<file path="config.mk">
export PLATFORM = sky130hd
export DESIGN_NAME = uart_rx_fifo
export DESIGN_NICKNAME = d
export VERILOG_FILES = /design/src/rtl/uart_rx_fifo.sv
export SDC_FILE = /design/constraint.sdc
export NUM_CORES = 1
export LEC_CHECK = 0
export ABC_AREA = 1
export CORE_ASPECT_RATIO = 0.8
export CORE_MARGIN = 4
export CORE_UTILIZATION = 60
export CTS_CLUSTER_SIZE = 40
export DETAILED_ROUTE_END_ITERATION = 16
export GPL_TIMING_DRIVEN = 0
export MAX_ROUTING_LAYER = met4
export PLACE_DENSITY = 0.8
export SYNTH_ARGS = -nofsm -noshare
export SYNTH_HDL_FRONTEND = slang
export SYNTH_SLANG_ARGS = --single-unit
</file>
<file path="constraint.sdc">
create_clock -name clk -period 5.1 [get_ports clk]
set_input_delay 0.765 -clock clk [delete_from_list [all_inputs] [get_ports clk]]
set_output_delay 0.765 -clock clk [all_outputs]
set_load 0.1 [all_outputs]
</file>
<file path="src/rtl/uart_rx_fifo.sv">
// Receive buffer behind uart_rx: acknowledges each held byte through rx_ctrl[1]
// and queues it in a first-word-fall-through FIFO for the CPU side.
module uart_rx_fifo #(
  parameter int DEPTH        = 16,
  parameter int ADDR_W       = 4,
  parameter bit DROP_ON_FULL = 1'b0
) (
  input  logic              clk,
  input  logic              rst,
  input  logic              rx_data_valid,
  input  logic [7:0]        rx_data,
  output logic [1:0]        rx_ctrl,
  input  logic              rx_en,
  input  logic              rd_en,
  output logic [7:0]        rd_data,
  output logic              empty,
  output logic              full,
  output logic [ADDR_W:0]   count,
  output logic              overrun,
  input  logic              clr_overrun
);

  localparam logic [ADDR_W:0] FULL_CNT = (ADDR_W + 1)'(DEPTH);

  typedef enum logic {
    S_WAIT,
    S_ACK
  } state_t;

  state_t            state;
  logic              finish;
  logic              guard;
  logic              ovr_seen;
  logic [7:0]        mem [DEPTH];
  logic [ADDR_W-1:0] wr_ptr;
  logic [ADDR_W-1:0] rd_ptr;
  logic              byte_seen;
  logic              push;
  logic              pop;
  logic              drop;
  logic              stall_hit;
  logic [ADDR_W:0]   cnt_nxt;

  function automatic logic [ADDR_W:0] next_count(input logic [ADDR_W:0] c,
                                                 input logic inc,
                                                 input logic dec);
    logic [ADDR_W:0] r;
    case ({inc, dec})
      2'b10:   r = c + 1'b1;
      2'b01:   r = c - 1'b1;
      default: r = c;
    endcase
    return r;
  endfunction

  always_comb begin
    byte_seen = 1'b0;
    push      = 1'b0;
    drop      = 1'b0;
    stall_hit = 1'b0;
    pop       = 1'b0;
    // guard keeps the cycle right after ACK deaf so finish shows a low phase
    byte_seen = (state == S_WAIT) && !guard && rx_data_valid;
    push      = byte_seen && !full;
    drop      = byte_seen && full && DROP_ON_FULL;
    stall_hit = byte_seen && full && !DROP_ON_FULL && !ovr_seen;
    pop       = rd_en && !empty;
    cnt_nxt   = next_count(count, push, pop);
  end

  // handshake with uart_rx
  always_ff @(posedge clk) begin
    if (rst) begin
      state    <= S_WAIT;
      finish   <= 1'b0;
      guard    <= 1'b0;
      ovr_seen <= 1'b0;
      overrun  <= 1'b0;
    end else begin
      guard <= 1'b0;
      case (state)
        S_WAIT: begin
          if (push || drop) begin
            finish   <= 1'b1;
            ovr_seen <= 1'b0;
            state    <= S_ACK;
          end else if (stall_hit) begin
            ovr_seen <= 1'b1;
          end
        end
        S_ACK: begin
          if (!rx_data_valid) begin
            finish <= 1'b0;
            guard  <= 1'b1;
            state  <= S_WAIT;
          end
        end
        default: state <= S_WAIT;
      endcase
      if (drop || stall_hit)
        overrun <= 1'b1;
      else if (clr_overrun)
        overrun <= 1'b0;
    end
  end

  // FIFO pointers and occupancy
  always_ff @(posedge clk) begin
    if (rst) begin
      wr_ptr <= '0;
      rd_ptr <= '0;
      count  <= '0;
      empty  <= 1'b1;
      full   <= 1'b0;
    end else begin
      if (push)
        wr_ptr <= wr_ptr + 1'b1;
      if (pop)
        rd_ptr <= rd_ptr + 1'b1;
      count <= cnt_nxt;
      empty <= (cnt_nxt == '0);
      full  <= (cnt_nxt == FULL_CNT);
    end
  end

  // storage, no reset
  always_ff @(posedge clk) begin
    if (push)
      mem[wr_ptr] <= rx_data;
  end

  assign rd_data = mem[rd_ptr];
  assign rx_ctrl = {finish, rx_en};

endmodule

</file>
==> results.md, run 1 <==
- The run finished with clean final reports.
- Power comes to about 3.6 mW.
- The clock transition at the register clock pins on the worst setup and hold paths after CTS is 0.06 ns.
- The final setup skew is ~0.009 ns.
- The share of post-route cells with drive strength above 1 is ~11%.
- The number of buffer cells added on primary ports is 30.
- Buffers inserted during clock tree synthesis total 17.
- The worst hold path class is reg2reg.
- The global-route wire length before repair is ~24 mm.
- The final total negative setup slack is 0 ns.
- The number of antenna violations at the first check in global routing is 0.
- From synthesis to final layout, the design area changed by 17.3%.
- In the final routed layout, each cell accounts on average for about 22 um.
- The number of warnings printed during yosys synthesis is 0.
- The final number of hold-violating endpoints is 0.
- The worst setup path is captured at a primary output.
- On the critical path, the stage with the largest delay is an instance of clkdlybuf4s50_1.
- In the global route stage, overall resource usage came out at 27.9%.
- The placed wire-length estimate is between 9 and 10 mm.
- After synthesis, the cell types taking the most area are edfxtp_1, dfxtp_1, nor2_1.
- Cells fill 73.6% of the core in the end.
- The logic depth of the worst register-to-register path is 17.
- The internal portion of the total power is 2.40 mW.
- The worst ir drop on vdd is 0.331 mV.
- The top cell type by total area after synthesis is edfxtp_1.
- For this design the static power due to leakage is 2.48 nW.
- The number of top-level pins is 32.
- Among all flip-flop cells after synthesis, the most frequent one is edfxtp_1.
- Traced cell by cell, the critical path runs through clkbuf_1 > o21ai_0 > o221ai_1 > nand3_1 > nand2_1 > clkdlybuf4s50_1.
- After detailed routing, the number of remaining DRC violations is 0.
- The number of max-cap violations is 0.
- The vertical die dimension is between 90 and 100 um.
- The final clock period utilization by the worst path is between 70 and 80%.
- edfxtp_1 is the most common cell in the netlist.
- No sink is reached through more buffers than the 2 on the longest clock path.
- After global routing the overflow that remains totals 0.
- The repair_antennas step left the layout with diodes totalling 0.
- Net switching is 34.2% of the power.
- The H-tree was split into 4 levels.
- The clock drives about 150 sinks.
- The count of flip-flops with a built-in enable after synthesis is around 130.
- Once placement finished, the instance area stood at 6630 um2.
- The highest achievable clock rate is approximately 250 MHz.
- The top cell type's share of synthesized area is 62.4%.
- The register-to-register setup slack is 2.70 ns.
- At the worst endpoint, the arrival time is 3.31 ns.
- Power spread over the standard cell area amounts to 505 nW/um2.
- After clock tree synthesis, the setup repair step added 0 buffers.
- The clock insertion delay at the later pin of the skew report is 0.43 ns.
- The highest cell delay on the worst timing path is 1.13 ns.
- The largest net degree at the start of global routing is 17.
- The switching power of the nets is approximately 1.2 mW.
- CTS placed an instance of clkbuf_16 at the clock tree root.
- In this run the critical register-to-register path is captured at full$_SDFF_PP0_.
- The placeable core region is slightly below 10000 um2.
- The cell count after synthesis came out at between 500 and 600.
- The last weighted congestion value of the routability-driven placer is approximately 0.88.
- The first detailed-routing pass ran for 6 iterations.
- TritonCTS built the clock tree.
- The slew at the pin closest to its max-slew limit is 1.00 ns.
- The via count of the first global-routing pass was 4371.
- Once the floorplan was initialized, standard cells occupied 62.8% of the core.
- When the netlist entered floorplanning its net count stood at 529.
- For this run, the post-layout net count is between 500 and 600.
- Of the synthesized area, sequential elements account for between 70% and 80%.
- The full die area is roughly 12000 um2.
- The average instance in the mapped netlist occupies 12.1 um2.
- For this block, the initial DRC count from the detailed router was 703.
- The shortest clock period the worst path allows after layout is 4.08 ns.
- The total of hold buffers inserted after clock tree synthesis is 0.
- Data on the critical path is required at its endpoint by 4.34 ns.
- The worst setup path category is reg2out.
- The finished cells cover a little over 7000 um2.
- After synthesis, the netlist uses 33 different library cells.
- In the synthesized netlist the async set-or-reset flop fraction comes to 0%.
- Ranked by instance count, the synthesized netlist is headed by edfxtp_1, nor2_1, o21ai_0.
- The source of the worst register-to-register timing path is state$_SDFF_PP0_.
- The share of total power dissipated in sequential elements is 39.0%.
- From left edge to right edge, the die measures ~120 um.
- Per report_power, the clock group accounts for 33.9% of the total.
- After synthesis the cells add up to 6160 um2.
- The worst pin sits at a relative slew slack of 33.2%.
- Setup repair after global routing left no endpoint under its margin.
- The standard-cell row count is 32.
- In this run, synthesis produced a sequential element count of 152.
- Setup violations remaining at the end of the flow were counted as 0.
- The detailed-route wire length is 15.2 mm.
- The detail route stage leaves a number of antenna-violating nets equal to 0.
- The category of the worst setup path launch point is a flip-flop.
- The capture point of the worst path is rd_data[7].
- Combinational logic burns 27.1% of the power.
- The final number of max-transition violations is 0.
- The routed via count is 4347.
- The biggest fanout along the worst timing path is 10.
- The number of resized instances in the post-cts repair step is 0.
- Dividing the detail-routed via count by the number of cells gives 6.17.
## registers in the layout (all words and copies together) (netlist names), named ones only
| name | count |
|---|---|
| count | 5 |
| rd_ptr | 4 |
| full | 1 |
| empty | 1 |
| state | 1 |
| overrun | 1 |
| finish | 1 |
| wr_ptr | 4 |
| ovr_seen | 1 |
| mem | 128 |
| guard | 1 |
## worst min path at each step
stage / from / end / slack [ns] / cells after the start
after floorplan: rd_ptr[3]$_SDFFE_PP0P_ / flip-flop / 0.41 / 1
after global placement: rd_ptr[3]$_SDFFE_PP0P_ / rd_ptr[3]$_SDFFE_PP0P_ / 0.42 / 1
after detailed placement: rd_ptr[3]$_SDFFE_PP0P_ / rd_ptr[3]$_SDFFE_PP0P_ / 0.44 / 1
after CTS: rd_ptr[3]$_SDFFE_PP0P_ / flip-flop / 0.44 / 1
after global routing: rd_ptr[3]$_SDFFE_PP0P_ / flip-flop / 0.47 / 1
final: rd_ptr[3]$_SDFFE_PP0P_ / flip-flop / 0.44 / 1
## per-layer routing
layer | GRT usage [%] | vias to the layer above | share of wire [%]
li1 | - | 1940 | -
met1 | 34.6 | 2017 | 37
met2 | 40.3 | 328 | 46
met3 | 10.3 | 62 | 12
met4 | 14.6 | 0 | 4.3
met5 | - | - | 0
## cell families (layout without fill, tap and decap cells)
logic type	after synthesis	in the layout	synth area share [%]
buffers and inverters	53	115	3.72
XOR/XNOR	1	1	0.142
multiplexers	1	1	0.163
AND/OR/NAND/NOR	171	171	12.2
flip-flops	152	152	70.2
AO/OA/AOI/OAI	121	121	12.0
adder cells (fa/ha/maj)	8	8	1.63
## power groups by stage
stage	logic [mW]	clock network (mW)	registers, mW
6_report	0.988	1.24	1.42
5_1_grt	1.05	1.30	1.43
4_1_cts	0.978	1.24	1.42
3_5_place_dp	0.969	0	1.45
3_3_place_gp	0.947	0	1.45
2_1_floorplan	0.580	0	1.57
## through the flow
step	worst slack [ns]	hold WS (ns)	instances
final	1.02	0.443	705
after global routing	0.874	0.474	705
after global placement	1.57	0.424	673
after detailed placement	1.58	0.436	673
after CTS	1.11	0.443	705
after floorplan	2.46	0.412	507
## cell type report
type                       instances  area, um2
sequential                       152       4320
timing repair buffer              30        300
inverter                          27        104
clock buffer                      26        531
clock inverter                     6       63.8
buffer                            26        125
fill                             637       2590
tap                              136        170
multi-input combinational        302       1600
## cells in the final DEF, fill, tap and decap left out, types with 2 or more instances in the layout
master / netlist / final
nor2_4: 3 / 3
inv_2: 5 / 5
a21oi_1: 9 / 9
o21ai_0: 63 / 63
o21ai_1: 6 / 6
nand4_1: 2 / 2
clkbuf_8: 0 / 5
clkbuf_1: 10 / 13
o22ai_1: 8 / 8
dfxtp_1: 24 / 24
o221ai_1: 24 / 24
nand2_2: 3 / 3
nand3_2: 2 / 2
buf_2: 12 / 12
nand2_1: 45 / 45
clkdlybuf4s50_1: 0 / 30
nand3_1: 18 / 18
clkbuf_16: 0 / 18
clkinvlp_4: 0 / 4
inv_1: 21 / 21
ha_1: 8 / 8
buf_4: 3 / 3
edfxtp_1: 128 / 128
nor2_1: 93 / 93
o211ai_1: 8 / 8
## critical path, delay by kind of cell (launching register included)
| family | cells | cell delay, ns |
|---|---|---|
| buffers and inverters | 2 | 1.62 |
| DFF | 1 | 0.46 |
| AOI/OAI and AO/OA | 2 | 0.48 |
| and+or+nand+nor | 2 | 0.32 |
(Power assumes the default switching activity.)
==> run 2, diff against run 1 <==
CORE_UTILIZATION = 59   (was 60)
PLACE_DENSITY = 0.79   (was 0.8)
clock period = 3.8 ns   (was 5.1 ns; I/O delays follow)
==> run 2 against run 1 <==
Against the previous run: final area decreased by 0.36%; global-route usage shrank 0.52 points; highest routed layer unchanged; largest power group unchanged; sequential cell count is the same; total power up 32%; critical path type unchanged; sequential power up 35%.
==> results.md, run 2 (synthesis gave the netlist of run 1 again) <==
- The internal power contribution is approximately 3.1 mW.
- Clock-pin slew was measured on the worst setup and hold paths at 0.06 ns.
- After detailed routing, the number of remaining DRC violations is 0.
- Row generation in the floorplan step produced 33 rows.
- Summed over all nets, the switching power comes to 1.68 mW.
- The capture point of the worst path is rd_data[1].
- STA classifies the critical path endpoint as a primary output.
- The relative contribution of combinational cells to total power is 27.2%.
- Routability-driven placement finished with a final weighted congestion of 0.975.
- The clock root buffer is clkbuf_16.
- The clock insertion delay at the later pin of the skew report is 0.42 ns.
- The max-slew headroom at the worst pin is a little over a quarter.
- The number of post-CTS setup repair buffers is 0.
- The logic depth of the worst register-to-register path is 17.
- Counting every sink on the clock net gives ~150.
- The setup check on the worst reg-to-reg path leaves a slack of roughly 1.4 ns.
- For this block, the routed nets add up to approximately 15 mm of wire.
- The final clock period utilization by the worst path is 96.6%.
- In the final layout, the share of cells above drive strength 1 is 11.2%.
- From bottom edge to top edge, the die measures 99.4 um.
- The worst path needs 3.67 ns of the cycle, external delays included.
- The fill cell total of the finished layout is 700.
- The die covers 12100 um2.
- Along the worst hold path, the cell count comes to 1.
- The die outline width is roughly 120 um.
- The run finished with clean final reports.
- The area growth from synthesis to layout is 16.9%.
- In the final timing run, aggregate negative setup slack is 0 ns.
- The global-route wire length before repair is between 20 and 25 mm.
- The path class of the tightest hold or removal check is reg2reg.
- The via count of the first global-routing pass was ~4200.
- The slew at the pin closest to its max-slew limit is 1.08 ns.
- The largest net degree at the start of global routing is 17.
- The final setup skew is 0.00443 ns.
- The share of total power dissipated in sequential elements is just under 40%.
- The number of search-and-repair iterations in the first detailed-routing pass is 5.
- The worst ir drop on vdd is 0.365 mV.
- The total overflow left after global routing is 0.
- The placed cell area is 6630 um2.
- Dividing total power by cell area gives a power density of 670 nW/um2.
- The floorplan step defined a core boundary enclosing 10200 um2.
- The starting density of the core is about three fifths.
- In the layout the commonest cells are edfxtp_1, nor2_1, o21ai_0.
- The number of buffer cells added on primary ports is 30.
- The source of the worst register-to-register timing path is state$_SDFF_PP0_.
- Of the total power, the clock network draws 33.2%.
- The total number of H-tree levels is 4.
- Net switching is 34.9% of the power.
- The number of top-level pins is 32.
- At the end of the flow, the number of nets in the layout was between 500 and 600.
- After legalization and detailed placement, the total HPWL measured 9.65 mm.
- STA puts the critical path data arrival time at 3.10 ns.
- The overall track demand over capacity in global routing is 27.4%.
- The number of max-cap violations is 0.
- The final route contains 4360 vias.
- Setup repair after global routing left no endpoint under its margin.
- In this run the remaining antenna-violating nets after routing total 0.
- Setup violations remaining at the end of the flow were counted as 0.
- The CTS tree is done.
- Counting the buffers created by CTS gives 17.
- The number of antenna violations at the first check in global routing came to 0.
- Dividing the detail-routed via count by the number of cells gives 6.15.
- The number of buffers on the longest clock path is 2.
- Summed over all cells, the static leakage comes to 2.49 nW.
- The detail-routed net length per standard cell is 21.5 um.
- The most common library cell in the layout ignoring fill and taps is edfxtp_1.
- Across all setup checks in the final design, the least slack found is 0.128 ns.
- Timing would allow up to between 200 and 300 MHz.
- More flip-flops sit in one register than any other, and that register is mem.
- The DRC marker count from the first detailed-route iteration is 782.
- The largest registers in the layout are mem x128, count x5.
- The number of hold buffers added after CTS was 0.
- After routing the design area is 7190 um2.
- The flip-flop count of the largest register, all copies and words added is roughly 130.
- The final number of hold-violating endpoints is 0.
- The number of antenna cells inserted is 0.
- Of all nets on the critical path, the largest fanout is 10.
- The worst setup path is launched from a flip-flop.
- At the placement stage, the worst setup path has a slack of 0.400 ns.
- For the worst setup path, the data required time is 3.23 ns.
- The endpoint identified for the worst register-to-register timing path is empty$_SDFF_PP1_.
- The final number of max-transition violations was 0.
- The worst setup path category is reg2out.
==> run 2: changes by cell type in the layout (fill, tap and decap cells not counted), sizes merged <==
cell           before  now
clkdlybuf4s50      30   22
clkinvlp            4    5
inv                27   28
clkinv              1    6
bufinv              1    2
dlygate4sd2         0    5
clkbuf             37   29
dlymetal6s2s        0    3
==> run 2: final cells by class <==
cell class	count	area, um2	share of cell area (%)
multi-input cells	302	1600	22.3
plain buffers	26	125	1.74
clock inverters	14	133	1.84
clock buffers	18	429	5.97
inverters	27	104	1.44
repair buffers	30	302	4.19
well taps	140	175	2.43
flip-flops and latches	152	4320	60.1
==> run 2: worst min-delay path by stage <==
stage | from | to | slack, ns
final | rd_ptr[3]$_SDFFE_PP0P_ | rd_ptr[3]$_SDFFE_PP0P_ | 0.45
after global routing | rd_ptr[3]$_SDFFE_PP0P_ | flip-flop | 0.47
after CTS | rd_ptr[3]$_SDFFE_PP0P_ | rd_ptr[3]$_SDFFE_PP0P_ | 0.44
after detailed placement | rd_ptr[3]$_SDFFE_PP0P_ | flip-flop | 0.43
after global placement | rd_ptr[3]$_SDFFE_PP0P_ | rd_ptr[3]$_SDFFE_PP0P_ | 0.43
after floorplan | rd_ptr[3]$_SDFFE_PP0P_ | flip-flop | 0.41
==> run 2: worst max-delay path: stages, from the launching register on <==
cell           delay [ns]
dfxtp_1              0.38
inv_2                0.12
clkbuf_1             0.44
o21ai_0              0.18
o221ai_1             0.41
nand3_1              0.19
nand2_1              0.10
dlygate4sd2_1        0.85
==> run 2: through the flow <==
| stage | power [mW] | hold WS, ns | util [%] | cells |
|---|---|---|---|---|
| 3_5_place_dp | 3.24 | 0.432 | 65.0 | 677 |
| 4_1_cts | 4.81 | 0.443 | 70.5 | 709 |
| 2_1_floorplan | 2.88 | 0.412 | - | 507 |
| 5_1_grt | 4.99 | 0.473 | 70.5 | 709 |
| 3_3_place_gp | 3.22 | 0.430 | 65.0 | 677 |
| 6_report | 4.82 | 0.451 | 70.5 | 709 |
==> run 2: power by group through the flow <==
stage / Combinational [mW] / Clock, mW / Sequential (mW)
floorplan: 0.779 / 0 / 2.10
global placement: 1.28 / 0 / 1.94
detailed placement: 1.30 / 0 / 1.95
CTS: 1.29 / 1.60 / 1.91
global route: 1.38 / 1.69 / 1.92
finish: 1.31 / 1.60 / 1.91
==> run 2: repair_timing <==
action / CTS / global route
gates resized for setup: 5 / 3
hold endpoints to repair: 0 / 0
endpoints found under the setup margin: 5 / 3
pin swaps: 0 / 0
==> run 2: metal layers <==
| metal | vias to the layer above | GRT usage [%] | part of all wire (%) |
|---|---|---|---|
| met5 | - | - | 0 |
| met4 | 0 | 9.21 | 2.8 |
| met3 | 44 | 10.3 | 14 |
| met2 | 320 | 38.8 | 45 |
| met1 | 2058 | 36.7 | 38 |
| li1 | 1938 | - | - |
